File: src/rtl/ps2_rx_frame.sv
// ps2_rx_frame: receive-only PS/2 front end. Synchronizes and glitch-filters the
// raw ps2_clk/ps2_data pad lines, deserializes 11-bit device-to-host frames,
// checks start/parity/stop and presents each valid byte with a one-cycle strobe.
// Ports:
//   clk          system clock
//   rst          asynchronous active-low reset
//   ps2_clk      raw PS/2 clock pad (asynchronous)
//   ps2_data     raw PS/2 data pad (asynchronous)
//   dout         last valid received byte (held until the next valid frame)
//   rx_done_tick one-cycle strobe, dout just updated
//   frame_err    one-cycle strobe on start/parity/stop error or timeout
//   busy         high while a frame is in progress
module ps2_rx_frame #(
  parameter int unsigned FILTER_LEN     = 8,
  parameter int unsigned TIMEOUT_CYCLES = 65000
) (
  input  logic       clk,
  input  logic       rst,
  input  logic       ps2_clk,
  input  logic       ps2_data,
  output logic [7:0] dout,
  output logic       rx_done_tick,
  output logic       frame_err,
  output logic       busy
);

  localparam int unsigned FCW = 4;
  localparam int unsigned TW  = $clog2(TIMEOUT_CYCLES);
  localparam int unsigned BCW = 4;
  localparam int unsigned SRW = 10;

  typedef enum logic [1:0] {IDLE, SHIFT, CHECK} state_t;

  logic           clk_meta, clk_s, data_meta, data_s;
  logic           clk_f, fall_tick;
  logic [FCW-1:0] fcnt;

  state_t         state, state_n;
  logic [BCW-1:0] bit_cnt, bit_cnt_n;
  logic [TW-1:0]  tmo_cnt, tmo_cnt_n;
  logic [SRW-1:0] shreg, shreg_n;
  logic [7:0]     dout_n;
  logic           done_n, err_n, busy_n;

  // 2-flop synchronizers, clock glitch filter and registered falling-edge pulse
  always_ff @(posedge clk or negedge rst) begin
    if (!rst) begin
      clk_meta  <= 1'b1;
      clk_s     <= 1'b1;
      data_meta <= 1'b1;
      data_s    <= 1'b1;
      clk_f     <= 1'b1;
      fcnt      <= '0;
      fall_tick <= 1'b0;
    end else begin
      clk_meta  <= ps2_clk;
      clk_s     <= clk_meta;
      data_meta <= ps2_data;
      data_s    <= data_meta;
      fall_tick <= 1'b0;
      if (clk_s == clk_f) begin
        fcnt <= '0;
      end else if (fcnt == FCW'(FILTER_LEN - 1)) begin
        // FILTER_LEN consecutive differing samples: accept the new level
        clk_f     <= clk_s;
        fcnt      <= '0;
        fall_tick <= ~clk_s;
      end else begin
        fcnt <= fcnt + FCW'(1);
      end
    end
  end

  // FSM and output registers
  always_ff @(posedge clk or negedge rst) begin
    if (!rst) begin
      state        <= IDLE;
      bit_cnt      <= '0;
      tmo_cnt      <= '0;
      shreg        <= '0;
      dout         <= 8'h00;
      rx_done_tick <= 1'b0;
      frame_err    <= 1'b0;
      busy         <= 1'b0;
    end else begin
      state        <= state_n;
      bit_cnt      <= bit_cnt_n;
      tmo_cnt      <= tmo_cnt_n;
      shreg        <= shreg_n;
      dout         <= dout_n;
      rx_done_tick <= done_n;
      frame_err    <= err_n;
      busy         <= busy_n;
    end
  end

  // Next-state and next-output logic
  always_comb begin
    state_n   = state;
    bit_cnt_n = bit_cnt;
    tmo_cnt_n = tmo_cnt;
    shreg_n   = shreg;
    dout_n    = dout;
    done_n    = 1'b0;
    err_n     = 1'b0;
    unique case (state)
      IDLE: begin
        // an edge with data high is not a start bit and is silently ignored
        if (fall_tick && !data_s) begin
          bit_cnt_n = '0;
          tmo_cnt_n = '0;
          state_n   = SHIFT;
        end
      end
      SHIFT: begin
        // a falling edge wins over a coincident timeout
        if (fall_tick) begin
          shreg_n   = {data_s, shreg[SRW-1:1]};
          bit_cnt_n = bit_cnt + BCW'(1);
          tmo_cnt_n = '0;
          if (bit_cnt == BCW'(9)) state_n = CHECK;
        end else if (tmo_cnt == TW'(TIMEOUT_CYCLES - 1)) begin
          err_n   = 1'b1;
          state_n = IDLE;
        end else begin
          tmo_cnt_n = tmo_cnt + TW'(1);
        end
      end
      CHECK: begin
        // shreg = {stop, parity, data[7:0]}; odd parity over data+parity
        state_n = IDLE;
        if ((^shreg[8:0]) && shreg[9]) begin
          dout_n = shreg[7:0];
          done_n = 1'b1;
        end else begin
          err_n = 1'b1;
        end
      end
      default: state_n = IDLE;
    endcase
    busy_n = (state_n != IDLE);
  end

endmodule

File: config.mk
export PLATFORM = sky130hd
export DESIGN_NAME = ps2_rx_frame
export DESIGN_NICKNAME = d
export VERILOG_FILES = /design/src/rtl/ps2_rx_frame.sv
export SDC_FILE = /design/constraint.sdc
export NUM_CORES = 1
export LEC_CHECK = 0
export CAP_MARGIN = 20
export CORE_MARGIN = 1.5
export CORE_UTILIZATION = 30
export DETAILED_ROUTE_END_ITERATION = 10
export DONT_BUFFER_PORTS = 1
export GPL_TIMING_DRIVEN = 0
export PLACE_DENSITY = 0.47
export RECOVER_POWER = 25
export SLEW_MARGIN = 20
export SYNTH_ARGS = -nofsm -noshare
export SYNTH_HDL_FRONTEND = slang
export SYNTH_SLANG_ARGS = --single-unit
File: constraint.sdc
create_clock -name clk -period 2.3 [get_ports clk]
set_input_delay 0.23 -clock clk [delete_from_list [all_inputs] [get_ports clk]]
set_output_delay 0.23 -clock clk [all_outputs]
set_load 0.05 [all_outputs]
=== Word-level counts from Yosys, hierarchy flattened ===
Cells that the tools add are included.

* Add/sub/neg operators: 3
* Equality and inequality tests: 9
* Muxes and demuxes: 22
* Bitwise gates (word level): 2
* Reductions and logical operators: 12

{| class="wikitable"
|+ Operator list
! kind !! number
|-
| $mux W16 || 3
|-
| $pmux W16 S2 || 1
|-
| $add A16 B1 Y16 const B || 1
|-
| $eq A16 B16 Y1 const B || 1
|-
| $mux W4 || 4
|-
| $reduce_xor A9 Y1 || 1
|-
| $add A4 B1 Y4 const B || 2
|-
| $mux W2 || 4
|-
| $pmux W4 S2 || 1
|-
| $mux W1 || 7
|-
| $reduce_and A2 Y1 || 3
|-
| $reduce_and A3 Y1 || 2
|-
| $eq A4 B3 Y1 const B || 1
|-
| $eq A4 B4 Y1 const B || 1
|-
| $ne A2 B2 Y1 const B || 2
|-
| $pmux W2 S2 || 1
|-
| $reduce_bool A2 Y1 || 2
|-
| $ne A3 B3 Y1 const B || 1
|-
| $eq A2 B1 Y1 const B || 1
|-
| $eq A2 B2 Y1 const B || 1
|-
| $logic_and A1 B1 Y1 || 2
|-
| $logic_not A2 Y1 || 1
|-
| $not A1 Y1 || 2
|-
| $pmux W1 S2 || 1
|-
| other kinds (2) || 2
|}

* Register bits: 53
* Input bits: 4
* Word-level logic and storage cells: 63

=== Longest topological paths before layout ===
* Depth after elaboration: 5
* Mapped depth: 7
* Depth with buffers taken out: 6

=== Worst setup path before layout ===
OpenSTA, ideal clock, no wires.

* Kind: reg-to-reg
* Start: reg shreg[2]
* End: reg dout[0]
* Library setup time: 0.125 ns
* Arrival: 1.683 ns
* Data required time: 2.175 ns
* Setup slack: 0.492 ns
* Cell stages (with the launch flop): 5
* Buffers on the path: 0
* Cell sequence: dfrtp_1 xor2_1 xnor3_2 mux2i_4 mux2_2

* Cells in the longest elaborated chain, start to end: 3

{| class="wikitable"
|+ Ends and longest elaborated chain
! what !! RTL line !! source
|-
| start: declaration || 41 || <nowiki>logic [SRW-1:0] shreg, shreg_n;</nowiki>
|-
| start signal: assignment || 89 || <nowiki>shreg <= shreg_n;</nowiki>
|-
| $reduce_xor A9 Y1 || 132 || <nowiki>if ((^shreg[8:0]) && shreg[9]) begin</nowiki>
|-
| $logic_and A1 B1 Y1 || 132 ||
|-
| $reduce_and A2 Y1 (no line) || n/a ||
|-
| end signal: assignment || 90 || <nowiki>dout <= dout_n;</nowiki>
|-
| end: declaration || 21 || <nowiki>output logic [7:0] dout,</nowiki>
|}

Every way passes these cells.
A chain may end at the register's enable or synchronous reset.

=== Final worst setup path ===
* Start: reg tmo_cnt[0]
* End: reg tmo_cnt[0]

* Cells in the longest elaborated chain, start to end: 4

{| class="wikitable"
|+ Ends and longest elaborated chain
! what !! RTL line !! source
|-
| start: declaration || 40 || <nowiki>logic [TW-1:0] tmo_cnt, tmo_cnt_n;</nowiki>
|-
| start signal: assignment || 88 || <nowiki>tmo_cnt <= tmo_cnt_n;</nowiki>
|-
| $add A16 B1 Y16 || 126 || <nowiki>tmo_cnt_n = tmo_cnt + TW'(1);</nowiki>
|-
| $mux W16 || 122 || <nowiki>end else if (tmo_cnt == TW'(TIMEOUT_CYCLES - 1)) begin</nowiki>
|-
| $mux W16 || 117 || <nowiki>if (fall_tick) begin</nowiki>
|-
| $pmux W16 S2 || 106 || <nowiki>unique case (state)</nowiki>
|}

Parallel ways exist; a longest one is shown, timed or not. The select of a mux whose other input is x is not followed.

==> out/qor_table.md <==
| Quantity | This run | Unit |
|---|---|---|
| Status | finished clean | - |
| Horizontal die dimension | 95.3 | um |
| Transition time of the tightest slew-check pin | 1.28 | ns |
| GPL Wtd Cong | 0.771 | - |
| Setup repair after global routing missed its margin | no | - |
| Crit path arrival time | 2.29 | ns |
| IO Pins | 15 | - |
| Layout filler cell count | 819 | - |
| Overall overflow remaining after global route | 0 | - |
| Net Switching | 399 | uW |
| CP Launch Type | flip-flop | - |
| Destination of the worst register-to-register timing path | tmo_cnt[0]$_DFFE_PN0P_ | - |
| Max_slew headroom | 14.8 | % |
| Post-Route Setup TNS | 0 | ns |
| Hold slack | 0.362 | ns |
| Number of antenna violations at the first check in global routing | 0 | - |
| Total vias in the final route | 1752 | - |
| Most frequently used flop master after synthesis | sky130_fd_sc_hd__dfrtp_1 | - |
| Initial Utilization | 31.1 | % |
| Number of violations reported at the end of detailed-routing iteration 0 | 53 | - |
| Core area | 8220 | um2 |
| Setup slack after placement | 0.169 | ns |
| Insertion delay to the later sink of the worst-skew pair | 0.31 | ns |
| Area of the die | 9080 | um2 |
| Hold EP | clk_s$_DFF_PN1_ | - |
| Final-report max-slew violation count | 0 | - |
| Utilization after layout | 34.4 | % |
| Total global-route track usage | 11.8 | % |
| Maximum clock rate | 480 | MHz |
| Final count of negative-setup-slack endpoints | 0 | - |
| Flop pwr share | 59.9 | % |
| Area of the mapped netlist | 2560 | um2 |
| Worst Hold Class | reg -> reg | - |
| Buffer type at the clock tree root | sky130_fd_sc_hd__clkbuf_8 | - |
| Share of layout cells above drive strength 1 | 16.8 | % |
| Critical path peak fanout | 4 | - |
| Total design power | 1.66 | mW |
| Leading cell type in the layout, fill and taps excluded | sky130_fd_sc_hd__dfrtp_1 | - |
| Count of nets after finishing | 248 | - |
| Minimum clock period | 2.08 | ns |
| Worst Reg-to-Reg Cells | 5 | - |
| Part of the power in the clock network | 34.8 | % |
| Total wire length after detailed routing | 4770 | um |
| TritonCTS Buffers | 5 | - |
| Antenna fix cells | 0 | - |
| Async SR Flop Fraction | 100 | % |
| Clk slew on worst S/H paths | 0.10 | ns |
| Number of standard cells after synthesis | 226 | - |
| Wire length of the first global-routing pass | 8120 | um |
| Internal power component | 1.26 | mW |
| Longest Clk Path Bufs | 2 | - |
| Type of element capturing the critical path | flip-flop | - |
| Number of routed nets with antenna violations | 0 | - |
| Reported leakage power | 1.23 | nW |
| WL per Instance | 13.9 | um |
| Pre-Repair DR Iteration Count | 4 | - |
| Count of buffers added by post-CTS timing repair for setup | 0 | - |
| Worst voltage drop across the vdd grid | 0.000273 | V |
| Maximum number of pins on one net before global-route repair | 54 | - |
| Deepest level of the CTS H-tree | 2 | - |
| Number of distinct library cells after synthesis | 47 | - |
| Floorplan row count | 33 | - |
| Flip-flop and latch count after synthesis | 53 | - |
| Number of sinks driven by the clock tree | 53 | - |
| Clock tree from TritonCTS | done | - |
| Syn-to-layout area delta | 10.5 | % |
| Mean post-synth cell area | 11.3 | um2 |
| Hold Path Cell Cnt | 0 | - |
| Multi-input logic area | 1170 | um2 |
| Per-cell via count in the routed design | 5.11 | - |
| Maximum clock skew at final layout | 0.00757 | ns |
| Power density of the placed cells | 588 | nW/um2 |
| Launch instance of the worst register-to-register path | tmo_cnt[0]$_DFFE_PN0P_ | - |
| Count of buffers from port buffering | 0 | - |
| Max-capacitance violation count | 0 | - |
| Number of enable flip-flop cells after synthesis | 0 | - |
| DRC | 0 | - |
| Worst Path Required | 2.51 | ns |
| Final setup slack of the worst path | 0.216 | ns |
| Startpoint of the lowest-slack hold path | clk_meta$_DFF_PN1_ | - |
| Post-detail-place hpwl | 3240 | um |
| Most frequent cells in the layout | 48 x sky130_fd_sc_hd__dfrtp_1, 21 x sky130_fd_sc_hd__o21ai_0, 21 x sky130_fd_sc_hd__mux2_2 | - |
| Vias in the first global route | 1617 | - |
| Register-to-Register Setup Slack | 0.22 | ns |
| Sequential share of the synthesized area | 52.1 | % |
| Mapped Nets | 237 | - |
| Height of the chip | 95.3 | um |
| Yosys Warn Count | 0 | - |
| CP Class | reg -> reg | - |
| Tcrit/Tclk final | 90.6 | % |
| Combinational fraction of design power | 5.4 | % |
| Net Sw Frac | 24.0 | % |
| Sequential Area | 1330 | um2 |
| Hold Vio Cnt, Final | 0 | - |
==> routing by layer <==
metal	GRT usage, %	vias to the layer above	part of all wire [%]
met2	17.2	29	44
li1	-	852	-
met5	0	-	0
met4	4.85	0	1.9
met3	2.71	7	3.4
met1	16.7	864	51
==> repair_timing <==
| item | CTS | global route |
|---|---|---|
| hold buffers | 4 | 0 |
| gates resized for setup | 0 | 1 |
| setup endpoints to repair | 0 | 3 |
| hold endpoints to repair | 55 | 0 |
==> synthesized netlist by cell type (2+ instances only) <==
cell / number / area share [%]
sky130_fd_sc_hd__a21oi_1: 12 / 2.3
sky130_fd_sc_hd__a22o_1: 2 / 0.69
sky130_fd_sc_hd__a31oi_1: 5 / 1.2
sky130_fd_sc_hd__and3_1: 5 / 1.2
sky130_fd_sc_hd__clkbuf_1: 5 / 0.73
sky130_fd_sc_hd__dfrtp_1: 48 / 47
sky130_fd_sc_hd__dfstp_2: 5 / 5.1
sky130_fd_sc_hd__ha_1: 7 / 3.4
sky130_fd_sc_hd__inv_1: 8 / 1.2
sky130_fd_sc_hd__mux2_2: 21 / 9.3
sky130_fd_sc_hd__mux2i_1: 2 / 0.78
sky130_fd_sc_hd__nand2_1: 13 / 1.9
sky130_fd_sc_hd__nand2b_1: 3 / 0.73
sky130_fd_sc_hd__nand3_1: 8 / 1.6
sky130_fd_sc_hd__nand3b_1: 2 / 0.59
sky130_fd_sc_hd__nand4_1: 4 / 0.98
sky130_fd_sc_hd__nand4bb_1: 2 / 0.88
sky130_fd_sc_hd__nor2_1: 8 / 1.2
sky130_fd_sc_hd__nor2b_1: 2 / 0.49
sky130_fd_sc_hd__nor3b_1: 3 / 0.88
sky130_fd_sc_hd__o2111ai_1: 2 / 0.69
sky130_fd_sc_hd__o21ai_0: 21 / 4.1
sky130_fd_sc_hd__o31ai_1: 4 / 1.2
sky130_fd_sc_hd__or2_2: 2 / 0.49
sky130_fd_sc_hd__or3_1: 5 / 1.2
sky130_fd_sc_hd__xnor2_1: 5 / 1.7
sky130_fd_sc_hd__xor2_1: 2 / 0.69
==> power by group through the flow <==
stage	sequential, mW	combinational (mW)	clock [mW]
after global placement	1.01	0.0683	0
after CTS	0.996	0.0989	0.616
after global routing	1.00	0.105	0.643
after floorplan	1.01	0.0587	0
final	0.995	0.0892	0.578
after detailed placement	1.01	0.0692	0
==> through the flow <==
step	cells	cell area (um2)
floorplan	226	2560
global placement	331	2690
detailed placement	331	2690
CTS	343	2850
global route	343	2830
finish	343	2830
==> worst max path at each step <==
| stage | start | end | cells past startpoint |
|---|---|---|---|
| final | tmo_cnt[0]$_DFFE_PN0P_ | tmo_cnt[0]$_DFFE_PN0P_ | 5 |
| after global routing | tmo_cnt[0]$_DFFE_PN0P_ | tmo_cnt[0]$_DFFE_PN0P_ | 5 |
| after CTS | state[1]$_DFF_PN0_ | bit_cnt[1]$_DFFE_PN0P_ | 6 |
| after detailed placement | state[1]$_DFF_PN0_ | bit_cnt[1]$_DFFE_PN0P_ | 6 |
| after global placement | state[0]$_DFF_PN0_ | bit_cnt[1]$_DFFE_PN0P_ | 6 |
| after floorplan | shreg[2]$_DFFE_PN0P_ | dout[0]$_DFFE_PN0P_ | 4 |
==> worst max-delay path: stages (launching register included) <==
cell	delay (ns)
sky130_fd_sc_hd__dfrtp_1	0.39
sky130_fd_sc_hd__ha_1	0.23
sky130_fd_sc_hd__nand4_1	0.18
sky130_fd_sc_hd__nor4_1	0.66
sky130_fd_sc_hd__a21oi_1	0.22
sky130_fd_sc_hd__mux2_2	0.31
==> kinds of logic after synthesis <==
kind of cell	count (synthesis)	share of synthesized area [%]
AOI/OAI and AO/OA	53	12.5
buffers and inverters	14	2.06
DFF	53	52.1
xor gates and xnor gates	9	4.21
and+or+nand+nor	66	14.8
muxes	24	10.9
adders and majority gates	7	3.43
==> flip-flops by register name (all words and copies together), names as in the netlist, 2 cells and up <==
register	cells
tmo_cnt	16
shreg	10
dout	8
bit_cnt	4
fcnt	4
state	2
==> area by class of cell <==
| type | count | area share, % |
|---|---|---|
| buffer | 6 | 0.797 |
| clock buffer | 6 | 2.92 |
| clock inverter | 2 | 0.620 |
| inverter | 8 | 1.06 |
| multi-input combinational | 159 | 41.5 |
| sequential | 53 | 47.2 |
| tap | 105 | 4.65 |
| timing repair buffer | 4 | 1.24 |
(Power assumes the default switching activity.)
